File: src/rtl/cp0_unit.sv
`default_nettype none
// ============================================================================
// Module      : cp0_unit
// Description : MIPS system coprocessor 0 (SR, Cause, EPC, PRId). Detects
//               hardware interrupts and M-stage exceptions with zero latency,
//               raises IntReq for the next-PC logic and services mtc0/mfc0
//               and eret (EXLClr).
//               Optional macro CP0_EPC_FWD_EN: forwards an mtc0 EPC write
//               to the EPC output in the same cycle as eret.
// Revision    : 1.0 - initial release
// ============================================================================
module cp0_unit #(
  parameter logic [31:0] PRID_VAL = 32'h0000_2018,
  parameter int          HWINT_W  = 6
) (
  input  logic               clk,
  input  logic               reset,
  input  logic [4:0]         A,
  input  logic [31:0]        DIn,
  input  logic               WE,
  input  logic [31:0]        PC_M,
  input  logic               BD_M,
  input  logic [4:0]         ExcCode_M,
  input  logic [HWINT_W-1:0] HWInt,
  input  logic               EXLClr,
  output logic [31:0]        DOut,
  output logic               IntReq,
  output logic [31:0]        EPC
);

  localparam logic [4:0]  c_addr_sr    = 5'd12;
  localparam logic [4:0]  c_addr_cause = 5'd13;
  localparam logic [4:0]  c_addr_epc   = 5'd14;
  localparam logic [4:0]  c_addr_prid  = 5'd15;
  localparam logic [31:0] c_word_mask  = ~32'h3;

  // Architectural state
  logic [HWINT_W-1:0] r_im;
  logic               r_exl;
  logic               r_ie;
  logic               r_bd;
  logic [HWINT_W-1:0] r_ip;
  logic [4:0]         r_exc_code;
  logic [31:0]        r_epc;

  logic               w_int_hit;
  logic               w_exc_hit;
  logic [31:0]        w_epc_entry;
  logic [31:0]        w_sr;
  logic [31:0]        w_cause;
  logic               w_wr_sr;
  logic               w_wr_epc;

  // Interrupt/exception detection; EXL blocks nested entry
  always_comb begin
    w_int_hit   = r_ie & ~r_exl & (|(HWInt & r_im));
    w_exc_hit   = ~r_exl & (ExcCode_M != 5'd0);
    IntReq      = w_int_hit | w_exc_hit;
    // Delay-slot instructions restart at the branch so it is re-executed
    w_epc_entry = (BD_M ? (PC_M - 32'd4) : PC_M) & c_word_mask;
    w_wr_sr     = WE & (A == c_addr_sr);
    w_wr_epc    = WE & (A == c_addr_epc);
  end

  // Assemble readable register images from their fields
  always_comb begin
    w_sr                    = 32'd0;
    w_sr[10 +: HWINT_W]     = r_im;
    w_sr[1]                 = r_exl;
    w_sr[0]                 = r_ie;
    w_cause                 = 32'd0;
    w_cause[31]             = r_bd;
    w_cause[10 +: HWINT_W]  = r_ip;
    w_cause[6:2]            = r_exc_code;
  end

  // mfc0 read mux; unmapped addresses read zero
  always_comb begin
    DOut = 32'd0;
    case (A)
      c_addr_sr:    DOut = w_sr;
      c_addr_cause: DOut = w_cause;
      c_addr_epc:   DOut = r_epc;
      c_addr_prid:  DOut = PRID_VAL;
      default:      DOut = 32'd0;
    endcase
  end

  // EPC output toward the next-PC logic
`ifdef CP0_EPC_FWD_EN
  always_comb begin
    EPC = r_epc;
    if (w_wr_epc && EXLClr) begin
      EPC = DIn & c_word_mask;
    end
  end
`else
  always_comb begin
    EPC = r_epc;
  end
`endif

  // Register update: exception entry overrides any concurrent mtc0
  always_ff @(posedge clk or negedge reset) begin
    if (!reset) begin
      r_im       <= '0;
      r_exl      <= 1'b0;
      r_ie       <= 1'b0;
      r_bd       <= 1'b0;
      r_ip       <= '0;
      r_exc_code <= 5'd0;
      r_epc      <= 32'd0;
    end else begin
      r_ip <= HWInt;
      if (IntReq) begin
        r_exl      <= 1'b1;
        r_bd       <= BD_M;
        r_exc_code <= w_int_hit ? 5'd0 : ExcCode_M;
        r_epc      <= w_epc_entry;
      end else begin
        if (w_wr_sr) begin
          r_im  <= DIn[10 +: HWINT_W];
          r_exl <= DIn[1];
          r_ie  <= DIn[0];
        end
        // eret takes precedence over an SR write for the EXL bit
        if (EXLClr) begin
          r_exl <= 1'b0;
        end
        if (w_wr_epc) begin
          r_epc <= DIn & c_word_mask;
        end
      end
    end
  end

endmodule
`default_nettype wire

File: config.mk
export PLATFORM = sky130hd
export DESIGN_NAME = cp0_unit
export DESIGN_NICKNAME = d
export VERILOG_FILES = /design/src/rtl/cp0_unit.sv
export SDC_FILE = /design/constraint.sdc
export NUM_CORES = 1
export LEC_CHECK = 0
export CORE_AREA = 2 2 93 95
export DETAILED_ROUTE_END_ITERATION = 8
export DIE_AREA = 0 0 95 97
export PLACE_DENSITY = 0.86
export SKIP_LAST_GASP = 1
export SLEW_MARGIN = 25
export SYNTH_ARGS = -nofsm -noshare
export SYNTH_HDL_FRONTEND = slang
export SYNTH_SLANG_ARGS = --single-unit
export TNS_END_PERCENT = 30
File: constraint.sdc
create_clock -name clk -period 2 [get_ports clk]
set_input_delay 0.3 -clock clk [delete_from_list [all_inputs] [get_ports clk]]
set_output_delay 0.3 -clock clk [all_outputs]
set_load 0.03 [all_outputs]
==> results.py <==
metrics = {
    "run_status": {
        "status": "complete, but fails checks",
        "violations": "negative setup slack",
    },
    "grt": {
        "grt_max_degree": 33,
        "antenna_found_initial": 0,
        "grt_pass1_vias": 3862,
        "grt_pass1_wl_um": 20100,
        "grt_usage": 0.276,
        "grt_overflow_total": 0,
    },
    "critical_path": {
        "cp-start-kind": "primary input",
        "required_ps": 1700,
        "cp_data_arrival_time_ps": 1730,
        "r2r_cells": 6,
        "endpoint_kind": "primary output",
        "path_max_fanout": 3,
        "crit_type": "in -> out",
    },
    "worst_hold_path": {
        "hp-class": "in -> reg",
        "min_path_cells": 4,
    },
    "pwr": {
        "swShare": 0.428,
        "power_density_mw_per_mm2": 989,
        "internal_power_w": 0.00332,
        "share_comb_of_total_power": 0.554,
        "p_sw_w": 0.00248,
        "pwr-share-seq": 0.318,
        "peakVddDrop_mv": 0.459,
        "leakagePower_nw": 2.67,
        "power_frac_clock": 0.128,
    },
    "cts": {
        "cts_tree": "yes",
        "clk_pin_slew_ps": 90,
        "clkSinkCount": 50,
        "root_buffer": "clkbuf_8",
        "htree_levels": 2,
        "clockBufferDepth": 2,
        "clk_latency_ps": 310,
        "cts_made_buffers": 5,
    },
    "route": {
        "num_vias": 3985,
        "vias_per_cell": 5.64,
        "routedWlPerCell_um": 18.5,
        "route.antenna.remaining_nets": 0,
        "drc_errors": 0,
        "drt_wl_total_um": 13100,
        "dr.pass1.iters": 5,
        "drtIter0Drc": 170,
    },
    "yosys": {
        "yosysTopAreaCellShare": 0.365,
        "yosysSeqAreaShare": 0.365,
        "syn_area_mm2": 0.00342,
        "synthCells": 375,
        "async_flop_share": 1.00,
        "synth_seq_cells": 50,
        "synth_area_leaders": "dfrtp_1, mux2i_1, and3_1",
        "synth-edff-count": 0,
        "synthDistinctLibCells": 46,
        "synthTopCellsByCount": "dfrtp_1, and3_1, mux2i_1",
        "yosysWarnings": 0,
        "synth_most_common_cell": "dfrtp_1",
        "syn_avg_cell_area_um2": 9.13,
        "synth_ff_type": "dfrtp_1",
        "synth_largest_area_cell": "dfrtp_1",
    },
    "final_layout": {
        "fin_util": 0.721,
        "nets": 686,
        "layout-drive-gt1-share": 0.298,
        "final_cells": 706,
        "syn_to_final_growth_pct": 71.3,
        "diodes": 0,
        "fillers": 612,
    },
    "timing": {
        "fin_ws_ps": -25.1,
        "hold_viol": 0,
        "relSlewSlack": 0.620,
        "setup_viol": 3,
        "slew_viol_final": 0,
        "finalClockSkew_ps": 10.2,
        "fmax_ghz": 0.494,
        "tightest_slew_ps": 570,
        "period_minus_slack_ps": 2030,
        "rsz0062_at_grt": "true",
        "fin_crit_sh": 1.01,
        "hold_ws_ps": 452,
    },
    "floorplan": {
        "fp.dieH_um": 97,
        "die_area_mm2": 0.00922,
        "coreArea_mm2": 0.00813,
        "die_w_um": 95,
        "io_pins": 150,
        "placementRows": 33,
        "start_util": 0.421,
    },
    "placement": {
        "place_hpwl_um": 10200,
        "dp.cells": 687,
        "routabilityCongestion": 0.910,
        "place_ws_ps": -422,
        "io_buffers": 145,
    },
    "run": {
        "max_cap_violations": 0,
    },
}
==> area by class of cell <==
type / instances / area, um2 / area share
Clock buffer: 5 / 68.8 / 0.0117
Clock inverter: 3 / 43.8 / 0.00747
Inverter: 5 / 18.8 / 0.00320
Multi-Input combinational cell: 287 / 2090 / 0.357
Sequential cell: 50 / 1250 / 0.213
Tap cell: 105 / 131 / 0.0224
Timing Repair Buffer: 251 / 2260 / 0.385
==> routing by layer <==
layer | track usage | up-vias | wire length (um)
met5 | 0 | - | 0
met4 | 0.0446 | 0 | 123
met3 | 0.0304 | 12 | 838
met2 | 0.479 | 170 | 6740
met1 | 0.373 | 1920 | 5360
li1 | - | 1883 | -
==> power groups by stage <==
stage,clock network (W),registers (W),logic [W]
5_1_grt,0.000784,0.00189,0.00339
3_5_place_dp,0,0.00184,0.00313
4_1_cts,0.000742,0.00182,0.00316
2_1_floorplan,0,0.00229,0.00107
3_3_place_gp,0,0.00184,0.00307
6_report,0.000744,0.00184,0.00321
==> per-stage QoR <==
step | setup TNS [ps] | area (um2) | power, W
floorplan | 0 | 3430 | 0.00336
global placement | -7920 | 5570 | 0.00491
detailed placement | -9010 | 5570 | 0.00497
CTS | -85.9 | 5720 | 0.00573
global route | -523 | 5860 | 0.00607
finish | -45.2 | 5860 | 0.00580
==> worst max-delay path, cell delays in order <==
cell and delay (ps):
clkdlybuf4s50_1 460, a22oi_2 260, a311oi_2 170, nor2_2 180
clkinv_1 150, buf_4 200
==> cell families (layout without fill, tap and decap cells) <==
family,after synthesis,in the layout,share of synthesized area
and+or+nand+nor,154,154,0.280
AOI/OAI and AO/OA,81,81,0.160
DFF,50,50,0.365
buffers and inverters,39,264,0.0468
muxes,38,38,0.114
xor gates and xnor gates,11,11,0.0281
adders and majority gates,1,1,0.00365
other,1,2,0.00110
==> worst paths after layout <==
kind	endpoint	start	slack, ps
setup / recovery	IntReq	HWInt[1]	-30
hold / removal	EPC[2]	PC_M[2]	450
setup reg to reg	r_im[3]	r_im[1]	170
hold reg to reg	r_exc_code[2]	r_exc_code[2]	490
max in group asynchronous	EPC[3]	reset	940
min in group asynchronous	EPC[17]	reset	510
==> placed cells by master, fill, tap and decap left out, drive strengths merged, types with 3 or more instances in the layout <==
master / Yosys / final
inv: 4 / 5
or3: 7 / 7
and3: 38 / 38
nor3: 9 / 9
nand3: 4 / 4
nor2b: 4 / 4
clkbuf: 25 / 5
o41ai: 3 / 3
nand4: 5 / 5
a21boi: 18 / 18
or4b: 3 / 3
or4: 14 / 14
o21ai: 8 / 8
mux2: 8 / 8
clkdlybuf4s50: 0 / 101
xor2: 6 / 6
a22oi: 7 / 7
buf: 9 / 139
o31ai: 11 / 11
a21oi: 8 / 8
dfrtp: 50 / 50
nor2: 22 / 22
nand2: 10 / 10
a31oi: 19 / 19
nor4: 22 / 22
dlymetal6s2s: 0 / 10
xnor2: 5 / 5
nor3b: 6 / 6
a21o: 5 / 5
mux2i: 30 / 30
==> what timing repair did <==
action / CTS / global route
endpoints found under the hold margin: 21 / 0
setup endpoints to repair: 12 / 41
setup buffers: 2 / 7
pin swaps: 3 / 13
gates cloned: 0 / 1
gates resized for setup: 4 / 27
hold buffers: 1 / 0
==> flip-flops by register name, summed over array words and instances, names as in the netlist <==
register / cells
r_ip: 6
r_exc_code: 5
r_bd: 1
EPC: 30
r_exl: 1
r_im: 6
r_ie: 1
Note: power is estimated with default switching activity, not from simulation.
==> edit (same flow settings) <==
`r_ip` no longer has a reset.
--- a/src/rtl/cp0_unit.sv
+++ b/src/rtl/cp0_unit.sv
@@ -108,9 +108,7 @@
       r_ie       <= 1'b0;
       r_bd       <= 1'b0;
-      r_ip       <= '0;
       r_exc_code <= 5'd0;
       r_epc      <= 32'd0;
     end else begin
-      r_ip <= HWInt;
       if (IntReq) begin
         r_exl      <= 1'b1;
@@ -135,4 +133,8 @@
   end
 
+  always_ff @(posedge clk) begin
+    r_ip <= HWInt;
+  end
+
 endmodule
 `default_nettype wire
Check against the original RTL: not equivalent (a bounded check fails within 4 cycles, from zero or initial values and one cycle with reset low).
==> edit against the unedited design <==
The flow still finishes with violations (setup timing); total power up 0.95%; final area down 0.13%; global-route usage down 0.22 points; synthesized area down 0.88%; utilization down 0.092 points; final cell count down 0.99%; setup slack worse by 0.0055 ns; critical path depth down 1; routed wire length up 5.0%; sequential cell count unchanged; sequential share of layout area down 0.49 points.
==> edit: results (changes against the unedited design) <==
Parameter                              Value

Final layout
  Number of nets in the finished design    679 (was 686)
  Number of standard cells in the layout, taps in and fillers out    699 (was 706)
  Fraction of final layout cells sized beyond drive strength 1    30.3% (was 29.8%)
  Max FFs per register    30 (unchanged)
  Number of inserted diodes    0 (unchanged)

Global routing
  Maximum number of pins on one net before global-route repair    45 (was 33)
  Global routing met2 resource utilization    48.2% (was 47.9%)
  Vias in the first global route    3872 (was 3862)
  Met3 demand-to-capacity share in global routing    3.58% (was 3.04%)
  Antenna violations before repair    0 (unchanged)
  First-pass GRT wire length    19900 um (was 20100 um)
  Met1 demand-to-capacity share in global routing    34.6% (was 37.3%)
  Total GRT Usage    27.3% (was 27.6%)
  Global route overflow    0 (unchanged)

Worst setup path
  Critical path data arrival time    2.27 ns (was 1.73 ns)
  Maximum single-stage delay on the critical path    0.53 ns (was 0.46 ns)
  Slowest cell on the critical path    or4_4 (was clkdlybuf4s50_1)
  CP Max Fanout    3 (unchanged)

Power and ir drop
  Lkg Pwr    2.60 nW (was 2.67 nW)
  Peak VDD IR    0.428 mV (was 0.459 mV)

Clock network
  Clock transition at path regs    0.11 ns (was 0.09 ns)
  Maximum buffer depth of the clock tree    2 (unchanged)
  Root buffer cell    clkbuf_8 (unchanged)
  Total clock buffers created by CTS    5 (unchanged)
  Deepest level of the CTS H-tree    2 (unchanged)
  Clock latency on the worst-skew pair    0.31 ns (about the same)

Synth
  Unique masters post-synth    47 (was 46)
  Cells taking the most area after synthesis    dfrtp_1 (32%), mux2i_1 (8.8%), and3_1 (7.0%) (was dfrtp_1 (37%), mux2i_1 (8.8%), and3_1 (6.9%))
  Warnings from Yosys    0 (unchanged)
  Avg Inst Size Synth    9.05 sq um (was 9.13 sq um)
  Proportion of register bits with asynchronous set or reset after synthesis    88.0% (was 100%)
  Sequential cell area fraction in the yosys report    36.0% (was 36.5%)
  Top cells by instance count after synthesis    dfrtp_1 (44), and3_1 (38), mux2i_1 (30) (was dfrtp_1 (50), and3_1 (38), mux2i_1 (30))
  Top flip-flop cell by instance count after synthesis    dfrtp_1 (unchanged)

Drt
  Via/cell ratio    5.83 (was 5.64)
  Iteration-0 DRC count of the detailed router    367 (was 170)
  Count of TritonRoute iterations in the first routing pass    5 (unchanged)
  Wirelength per Cell    19.6 um (was 18.5 um)

Timing
  Setup TNS after final layout    -0.0306 ns (was -0.0452 ns)
  Max-Slew Margin vs Limit    62.2% (was 62.0%)
  Worst Clk Skew    0.00963 ns (was 0.0102 ns)
  Final setup violation count    1 (was 3)
  Crit path setup slack, layout    -0.0306 ns (was -0.0251 ns)

Hold path
  Tightest Hold Check Type    in -> async (was in -> reg)

Run status
  Violations in the final reports    setup timing (unchanged)
  Outcome    complete, but fails checks (unchanged)

Placed design
  Count of buffers inserted at the top-level ports    145 (unchanged)
  Dpl cells    674 (was 687)
  Placer's final routability congestion estimate    0.904 (was 0.910)
  Final HPWL from detailed placement    9770 um (was 10200 um)
  Worst slack at placement    -0.417 ns (was -0.422 ns)
-- edit: cell types whose count changed in the layout (fill, tap and decap cells not counted), sizes merged, moves of 4 or more --
cell / before / now
buf: 139 / 132
clkdlybuf4s50: 101 / 105
dfrtp: 50 / 44
dfxtp: 0 / 6
dlymetal6s2s: 10 / 6
-- edit: cell families (layout without fill, tap and decap cells) --
group                    count (synthesis)  count (layout)  synth area share, %
AND/OR/NAND/NOR                        154             154                 28.3
AO/OA/AOI/OAI                           81              81                 16.2
flip-flops                              50              50                 36.0
buffers and inverters                   39             257                 4.72
multiplexers                            38              38                 11.5
XOR/XNOR                                11              11                 2.84
adder cells (fa/ha/maj)                  1               1                0.369
other                                    1               2                0.111
-- edit: report_power, final --
part	internal, W	total (W)	switching (W)	leakage [nW]
registers	0.00143	0.00186	0.000432	0.566
clock network	0.000382	0.000756	0.000374	0.0563
logic	0.00149	0.00324	0.00175	1.98
total	0.00330	0.00586	0.00255	2.60
-- edit: path summary, 6_finish.rpt --
check | to | slack [ns] | start | cells past startpoint
setup / recovery | EPC[25]$_DFFE_PN0P_ | -0.03 | PC_M[16] | 5
hold / removal | r_im[3]$_DFFE_PN0P_ | 0.06 | reset | 2
setup reg to reg | EPC[20]$_DFFE_PN0P_ | 0.03 | r_im[0]$_DFFE_PN0P_ | 7
hold reg to reg | r_exc_code[1]$_DFFE_PN0N_ | 0.50 | r_exc_code[1]$_DFFE_PN0N_ | 1
max in group asynchronous | EPC[15]$_DFFE_PN0P_ | 1.55 | reset | 2
min in group clk | r_ip[0]$_DFF_P_ | 0.15 | HWInt[0] | 1
-- edit: routing by layer --
| layer | up-vias | wire length [um] |
|---|---|---|
| li1 | 1873 | - |
| met1 | 1957 | 5220 |
| met2 | 207 | 7150 |
| met3 | 40 | 971 |
| met4 | 0 | 367 |
| met5 | - | 0 |
-- edit: timing repair --
action,CTS,global route
pin swaps,4,13
gates cloned,1,2
hold endpoints to repair,0,0
endpoints found under the setup margin,29,42
gates resized for setup,11,27
setup buffers,4,10
hold buffers,0,0
-- edit: area by class of cell --
type                            count  area (sq um)
Clock buffer                        5          68.8
Clock inverter                      3          48.8
Fill cell                         564          2280
Inverter                            5          20.0
Multi-Input combinational cell    287          2170
Sequential cell                    50          1220
Tap cell                          105           131
Timing Repair Buffer              244          2200
-- edit: per-stage QoR --
step / cell area, sq um / hold slack (ns)
5_1_grt: 5860 / 0.0967
6_report: 5860 / 0.0555
3_3_place_gp: 5430 / 0.412
2_1_floorplan: 3400 / 0.00441
3_5_place_dp: 5430 / 0.418
4_1_cts: 5630 / 0.0716
-- edit: critical path, delay by kind of cell --
| family | cells | cell delay (ns) |
|---|---|---|
| simple gates | 3 | 1.37 |
| compound gates | 1 | 0.18 |
| buf+inv | 1 | 0.42 |
